<file path="src/rtl/arb_pkg.sv">
// arb_pkg: shared types and defaults for the memory-port arbiter and the caches.
//   state_t     : arbiter FSM states
//   CLI_I/CLI_D : client ids, used as the round-robin pointer value
//   ADDR_W/DATA_W/DEF_TIMEOUT : default block address/data widths and watchdog limit
package arb_pkg;
  localparam int ADDR_W = 28;
  localparam int DATA_W = 128;
  localparam int DEF_TIMEOUT = 1023;
  localparam logic CLI_I = 1'b0;
  localparam logic CLI_D = 1'b1;
  typedef enum logic [1:0] {IDLE, GRANT_I, GRANT_D} state_t;
endpackage

</file>
<file path="src/rtl/arb_watchdog.sv">
// arb_watchdog: saturating cycle counter with a sticky timeout flag.
//   clk, rst_n : clock, async active-low reset
//   en         : count enable (granted and waiting); low clears the counter
//   err        : sticky, set once TIMEOUT consecutive enabled cycles have elapsed
//   TIMEOUT=0 disables the flag.
module arb_watchdog #(
  parameter int TIMEOUT = 1023
) (
  input  logic clk,
  input  logic rst_n,
  input  logic en,
  output logic err
);
  localparam int W = TIMEOUT > 0 ? $clog2(TIMEOUT + 1) : 1;
  logic [W-1:0] cnt;
  always_ff @(posedge clk or negedge rst_n) begin
    if (!rst_n) begin
      cnt <= '0;
      err <= 1'b0;
    end else begin
      cnt <= !en ? '0 : (cnt == W'(TIMEOUT) ? cnt : cnt + 1'b1);
      // the enabled cycle that brings the count to TIMEOUT raises the flag
      if (TIMEOUT != 0 && en && cnt == W'(TIMEOUT - 1)) err <= 1'b1;
    end
  end
endmodule

</file>
<file path="src/rtl/mem_arbiter.sv">
// mem_arbiter: shares one memory port between the I-cache and D-cache miss paths.
//   ic_*  : I-cache block read request / ready pulse / read data
//   dc_*  : D-cache refill or writeback request / ready pulse / read data
//   mem_* : registered memory strobes, address and write data; mem_ready_i/mem_rdata_i back
//   busy_o        : a grant is in progress
//   err_timeout_o : sticky, memory did not answer within TIMEOUT grant cycles
//   err_proto_o   : sticky, D-cache raised read and write together
// Round-robin between clients, except that a D writeback keeps the port for the D refill after it.
module mem_arbiter
  import arb_pkg::*;
#(
  parameter int ADDR_W = arb_pkg::ADDR_W,
  parameter int DATA_W = arb_pkg::DATA_W,
  parameter int TIMEOUT = DEF_TIMEOUT
) (
  input  logic              clk,
  input  logic              rst_n,
  input  logic              ic_read_i,
  input  logic [ADDR_W-1:0] ic_addr_i,
  output logic              ic_ready_o,
  output logic [DATA_W-1:0] ic_rdata_o,
  input  logic              dc_read_i,
  input  logic              dc_write_i,
  input  logic [ADDR_W-1:0] dc_addr_i,
  input  logic [DATA_W-1:0] dc_wdata_i,
  output logic              dc_ready_o,
  output logic [DATA_W-1:0] dc_rdata_o,
  output logic              mem_read_o,
  output logic              mem_write_o,
  output logic [ADDR_W-1:0] mem_addr_o,
  output logic [DATA_W-1:0] mem_wdata_o,
  input  logic              mem_ready_i,
  input  logic [DATA_W-1:0] mem_rdata_i,
  output logic              busy_o,
  output logic              err_timeout_o,
  output logic              err_proto_o
);
  state_t state, state_n;
  logic rr_ptr, d_lock, d_req, pick_d, d_wr;
  assign d_req = dc_read_i | dc_write_i;
  // a pending writeback lock beats the round-robin pointer
  assign pick_d = d_req && (!ic_read_i || d_lock || rr_ptr == CLI_D);
  assign d_wr = pick_d && dc_write_i;
  assign busy_o = state != IDLE;
  assign ic_ready_o = state == GRANT_I && mem_ready_i;
  assign dc_ready_o = state == GRANT_D && mem_ready_i;
  assign ic_rdata_o = mem_rdata_i;
  assign dc_rdata_o = mem_rdata_i;
  always_ff @(posedge clk or negedge rst_n) begin
    if (!rst_n) state <= IDLE;
    else state <= state_n;
  end
  always_comb begin
    state_n = state;
    if (state == IDLE) state_n = pick_d ? GRANT_D : (ic_read_i ? GRANT_I : IDLE);
    else if (mem_ready_i) state_n = IDLE;
  end
  always_ff @(posedge clk or negedge rst_n) begin
    if (!rst_n) begin
      rr_ptr <= CLI_D;
      d_lock <= 1'b0;
      err_proto_o <= 1'b0;
      mem_read_o <= 1'b0;
      mem_write_o <= 1'b0;
      mem_addr_o <= '0;
      mem_wdata_o <= '0;
    end else begin
      if (dc_read_i && dc_write_i) err_proto_o <= 1'b1;
      if (state == IDLE) begin
        if (!d_req) d_lock <= 1'b0;
        if (pick_d || ic_read_i) begin
          mem_addr_o <= pick_d ? dc_addr_i : ic_addr_i;
          mem_wdata_o <= pick_d ? dc_wdata_i : '0;
          mem_write_o <= d_wr;
          mem_read_o <= !d_wr;
        end
      end else if (mem_ready_i) begin
        mem_read_o <= 1'b0;
        mem_write_o <= 1'b0;
        if (state == GRANT_I) rr_ptr <= CLI_D;
        else if (mem_write_o) d_lock <= 1'b1;
        else begin
          rr_ptr <= CLI_I;
          d_lock <= 1'b0;
        end
      end
    end
  end
  arb_watchdog #(.TIMEOUT(TIMEOUT)) u_wd (
    .clk(clk),
    .rst_n(rst_n),
    .en(busy_o),
    .err(err_timeout_o)
  );
endmodule

</file>
<file path="config.mk">
export PLATFORM = sky130hd
export DESIGN_NAME = mem_arbiter
export DESIGN_NICKNAME = d
export VERILOG_FILES = /design/src/rtl/arb_pkg.sv /design/src/rtl/arb_watchdog.sv /design/src/rtl/mem_arbiter.sv
export SDC_FILE = /design/constraint.sdc
export NUM_CORES = 1
export LEC_CHECK = 0
export BUFFER_PORTS_ARGS = -buffer_cell sky130_fd_sc_hd__clkbuf_2
export CAP_MARGIN = 20
export CORE_AREA = 3 3 282 284
export DETAILED_ROUTE_END_ITERATION = 8
export DIE_AREA = 0 0 285 287
export MAX_ROUTING_LAYER = met4
export PLACE_DENSITY_LB_ADDON = 0.2
export SYNTH_ARGS = -nofsm -noshare
export SYNTH_HDL_FRONTEND = slang
export SYNTH_HIERARCHICAL = 1
export SYNTH_SLANG_ARGS = --single-unit
</file>
<file path="constraint.sdc">
create_clock -name clk -period 1.7 [get_ports clk]
set_input_delay 0.34 -clock clk [delete_from_list [all_inputs] [get_ports clk]]
set_output_delay 0.34 -clock clk [all_outputs]
set_load 0.05 [all_outputs]
</file>
[Yosys cells after proc, flatten, opt, wreduce, memory -nomap -nowiden]
Cells that the tools add are included.
Cells by class
  $add $sub $neg: 1
  equal/unequal tests: 9
  mux-type cells: 20
  bitwise operators: 2
  reductions and logical operators: 18
Operators by type and width (number)
  two-way mux 128 bit: 1
  two-way mux 28 bit: 1
  equality test 10 bit (second input constant): 2
  two-way mux 10 bit: 2
  two-way mux 1 bit: 13
  adder 10 x 1 -> 10 bit (second input constant): 1
  logical AND 1 bit: 6
  two-way mux 2 bit: 3
  inequality test 2 bit (second input constant): 3
  AND reduction 3 bit: 2
  inequality test 2 x 1 -> 1 bit (second input constant): 2
  AND reduction 2 bit: 2
  nonzero test 2 bit: 2
  logical OR 1 bit: 3
  equality test 2 x 1 -> 1 bit (second input constant): 1
  equality test 2 bit (second input constant): 1
  zero test 1 bit: 2
  zero test 2 bit: 1
  inverter 1 bit: 1
  OR 1 bit: 1
Storage, ports and cells
  bits in registers: 174
  input bits: 318
  output and inout bits: 419
  logic and storage cells: 60

[Longest topological paths before layout]
  word-level depth: 8
  mapped depth: 5

[Hierarchy]
Netlist, hierarchy kept.
Modules (own cells, without submodules)
  mem_arbiter: times used 1, cells an instance 672, area an instance 8090.3 um^2, seq. area each 4080.2 um^2
  arb_watchdog: times used 1, cells an instance 58, area an instance 594.3 um^2, seq. area each 275.3 um^2

[Worst setup path after synthesis]
Ideal clock, no wire load.
  path kind: reg2reg
  start: register state[1]
  end: register u_wd.cnt[8]
  library setup time: 0.100 ns
  arrival: 1.885 ns
  required time: 1.600 ns
  path slack: -0.285 ns
  cell stages (with the launch flop): 6
  period minus slack after synthesis: 1.985 ns
  cell sequence: dfrtp_1 > nor2_1 > inv_1 > clkbuf_1 > inv_1 > a311oi_1
On the way
  cells in the longest elaborated chain, start to end: 2
RTL lines
  from (decl): line mem_arbiter.sv:38  | state_t state, state_n;
  from (signal assigned): line mem_arbiter.sv:51  | else state <= state_n;
  nonzero test 2 bit (*): line mem_arbiter.sv:44  | assign busy_o = state != IDLE;
  via busy_o: line mem_arbiter.sv:34  | output logic busy_o,
  inequality test 2 bit (no source line) or two-way mux 10 bit (tied branches)
  to (signal assigned): line arb_watchdog.sv:21  | cnt <= !en ? '0 : (cnt == W'(TIMEOUT) ? cnt : cnt + 1'b1);
  to (decl): line arb_watchdog.sv:15  | logic [W-1:0] cnt;
Mark *: on every way through the listed nets, which the timed path passes. The rest lies on a longest branch.
A chain may end at the register's enable or synchronous reset.

[Final worst setup path]
  start: register state[1]
  end: output port busy_o
On the way
  cells in the longest elaborated chain, start to end: 1
RTL lines (line)
  nonzero test 2 bit: mem_arbiter.sv:44
  to (decl): mem_arbiter.sv:34
Every way passes these cells.

==> results.sh <==
export IMPL_status="complete, but fails checks"
export IMPL_violations="setup timing"
export IMPL_setup_viol=3
export IMPL_grt_pass1_vias=6466
export IMPL_ant_nets=0
export IMPL_slowest_delay_ps=390
export IMPL_crit_buf_inv=4
export IMPL_yosysUniqueCellTypes=44
export IMPL_worst_pin_slew_ps=374
export IMPL_p_total_uw=26700
export IMPL_syn_num_nets=1050
export IMPL_cp_endpoint="busy_o"
export IMPL_cp_top_family="buffers and inverters"
export IMPL_ctsHtreeMaxLevel=4
export IMPL_rows=102
export IMPL_reg2reg_from="rr_ptr"
export IMPL_crit_chain="nor2_2, buf_6, clkinvlp_4, buf_12, buf_12"
export IMPL_grt_max_degree=55
export IMPL_end_kind="output port"
export IMPL_grt_usage_pct=7.39
export IMPL_async_flop_share_pct=100
export IMPL_grt_pass1_wl_mm=42.8
export IMPL_power_density_nw_per_um2=2390
export IMPL_clk_latency_ps=470
export IMPL_wire_per_inst_microns=16.8
export IMPL_drcViolationCount=0
export IMPL_post_drt_via_cell_ratio=3.13
export IMPL_die_w_microns=285
export IMPL_gp_congestion=0.735
export IMPL_rsz0062_at_grt="yes"
export IMPL_critPathKind="reg -> out"
export IMPL_overflow=0
export IMPL_antenna_found_initial=0
export IMPL_startpoint_type="register"
export IMPL_die_area_sq_um=81800
export IMPL_p_leak_uw=0.00534
export IMPL_finalCritPeriodShare_pct=111
export IMPL_ys_warn_count=6
export IMPL_drive_above_1_share_pct=55.8
export IMPL_antennaDiodeCount=0
export IMPL_crit_fanout=2
export IMPL_initial_core_util_pct=11.2
export IMPL_worst_slack_ps=-183
export IMPL_ctsRootBufferMaster="clkbuf_16"
export IMPL_ys_seq_area_share_pct=50.2
export IMPL_fmax_mhz=531
export IMPL_drt_wl_total_mm=32.4
export IMPL_cts_buffers=17
export IMPL_drt_iter0_markers=260
export IMPL_cpMostUsedCell="buf_12"
export IMPL_clk_path_buf_depth=2
export IMPL_multi_input_area_sq_um=2160
export IMPL_fin_tns_setup_ps=-342
export IMPL_netlist_area_sq_um=8680
export IMPL_hold_viol=0
export IMPL_ys_ff_latch=174
export IMPL_timing_critical_path_from="state[1]"
export IMPL_first_pass_iters=4
export IMPL_io_buffers=352
export IMPL_avgSynthCellArea_sq_um=11.9
export IMPL_vias=6019
export IMPL_min_path_type="in -> reg"
export IMPL_cts_sinks=174
export IMPL_clkSlewWorstSetupHoldPaths_ps=80
export IMPL_period_needed_ps=1880
export IMPL_ir_worst_vdd_v=0.000765
export IMPL_die_height_microns=287
export IMPL_worstPathRequired_ps=1360
export IMPL_reg2reg_slack_ps=20
export IMPL_slew_headroom_pct=75.1
export IMPL_synth_edff_count=0
export IMPL_area_growth_pct=28.7
export IMPL_slowest_stage="dfrtp_1"
export IMPL_io_pins=737
export IMPL_slew_violations=0
export IMPL_seq_area_sq_um=4360
export IMPL_crit_arrival_ps=1540
export IMPL_maxCapViolations=0
export IMPL_fill_cells=8765
export IMPL_coreArea_sq_um=77300
export IMPL_cts_tree="done"
export IMPL_ff2ff_path_depth=5
export IMPL_nets=1193
export IMPL_pre_cts_ws_ps=18.1
export IMPL_skew_ps=17.8
export IMPL_cp_num_cells=5
export IMPL_synth_ff_type="dfrtp_1"
export IMPL_place_hpwl_mm=22.1
export IMPL_reg2reg_to="mem_wdata_o[47]"
export IMPL_hold_path_cell_count=2
export IMPL_synth_cells=730
==> synth_stat cells, types with 4 or more instances <==
master / n / area, sq um
buf_2: 17 / 85.1
o21bai_1: 28 / 210
nand2_1: 7 / 26.3
buf_4: 256 / 1920
o21ai_0: 7 / 35.0
dfrtp_1: 173 / 4330
buf_6: 12 / 135
o221a_2: 28 / 315
a22o_1: 128 / 1120
nor2_1: 6 / 22.5
inv_1: 7 / 26.3
clkbuf_1: 10 / 37.5
nor3_1: 4 / 20.0
==> where the power goes <==
part           total [uW]  leakage [uW]  switching [uW]  internal, uW
Clock                4400      0.000297            1860          2540
Combinational       15300       0.00288           10300          5040
Sequential           6990       0.00216            1050          5940
==> worst reg2reg max path: cells and delay by family, from the launching register on <==
family / cells / cell delay [ps]
AOI/OAI and AO/OA: 1 / 230
buffers and inverters: 2 / 340
DFF: 1 / 380
and+or+nand+nor: 2 / 600
==> through the flow <==
stage,hold slack (ps),cells,instance area (sq um),utilization [%]
3_3_place_gp,238,1874,10100,13.1
4_1_cts,16.9,1910,10900,14.1
5_1_grt,32.5,1925,11200,14.5
3_5_place_dp,241,1874,10100,13.1
6_report,83.8,1925,11200,14.5
2_1_floorplan,44.4,730,8690,-
==> layout by cell type (no fill, tap or decap), types with 3 or more instances in the layout <==
master,synthesis,layout
a211oi_1,3,3
a22o_1,128,128
a31oi_1,3,3
and3_4,2,3
buf_12,0,16
buf_16,0,3
buf_4,256,36
buf_6,12,3
buf_8,0,4
bufinv_16,0,4
clkbuf_1,10,3
clkbuf_16,0,24
clkbuf_2,0,348
clkbuf_8,0,3
clkinvlp_4,0,4
dfrtp_1,173,173
inv_1,7,4
nand2_1,7,7
nand3_1,3,3
nand4_1,3,3
nor2_1,6,5
o21ai_0,7,7
o21bai_1,28,28
o221a_2,28,28
==> metal layers <==
metal	up-vias	wire length (microns)	global-route usage, %
met1	2878	11500	7.09
met3	122	3340	3.73
met4	0	1740	5.14
met5	-	0	-
met2	365	15800	11.6
li1	2654	-	-
==> timing repair <==
item,in CTS,in global routing
buffers inserted,3,4
hold buffers,1,0
resized for setup,12,14
pin swaps,3,12
gates cloned,1,11
endpoints found under the hold margin,43,0
endpoints found under the setup margin,3,73
==> final cells by class <==
type	instances	share of cell area [%]
inverter	7	0.325
timing repair buffer	419	24.2
clock inverter	9	1.41
multi-input combinational	254	19.3
clock buffer	22	4.15
tap	1040	11.6
sequential	174	39.0
==> worst min path at each step <==
stage              startpoint               to  slack (ps)
3_3_place_gp            rst_n      u_wd/cnt[1]         240
4_1_cts        dc_wdata_i[72]  mem_wdata_o[72]          20
2_1_floorplan           rst_n           d_lock          40
6_report       dc_wdata_i[92]  mem_wdata_o[92]          80
5_1_grt        dc_wdata_i[92]  mem_wdata_o[92]          30
3_5_place_dp            rst_n      u_wd/cnt[1]         240
==> state kept, by name, indices dropped and copies added, names as in the netlist <==
name	count
mem_read_o	1
u_wd/cnt	10
mem_addr_o	28
u_wd/err	1
state	2
mem_write_o	1
mem_wdata_o	128
rr_ptr	1
err_proto_o	1
d_lock	1
==> cells by family after synthesis <==
logic type | count (synthesis) | share of synthesized area (%)
buffers and inverters | 302 | 25.4
AOI/OAI and AO/OA | 208 | 20.8
DFF | 174 | 50.2
and+or+nand+nor | 38 | 2.72
xor gates and xnor gates | 3 | 0.303
muxes | 3 | 0.360
adders and majority gates | 2 | 0.288
No activity file was read; power rests on OpenSTA's default activity.
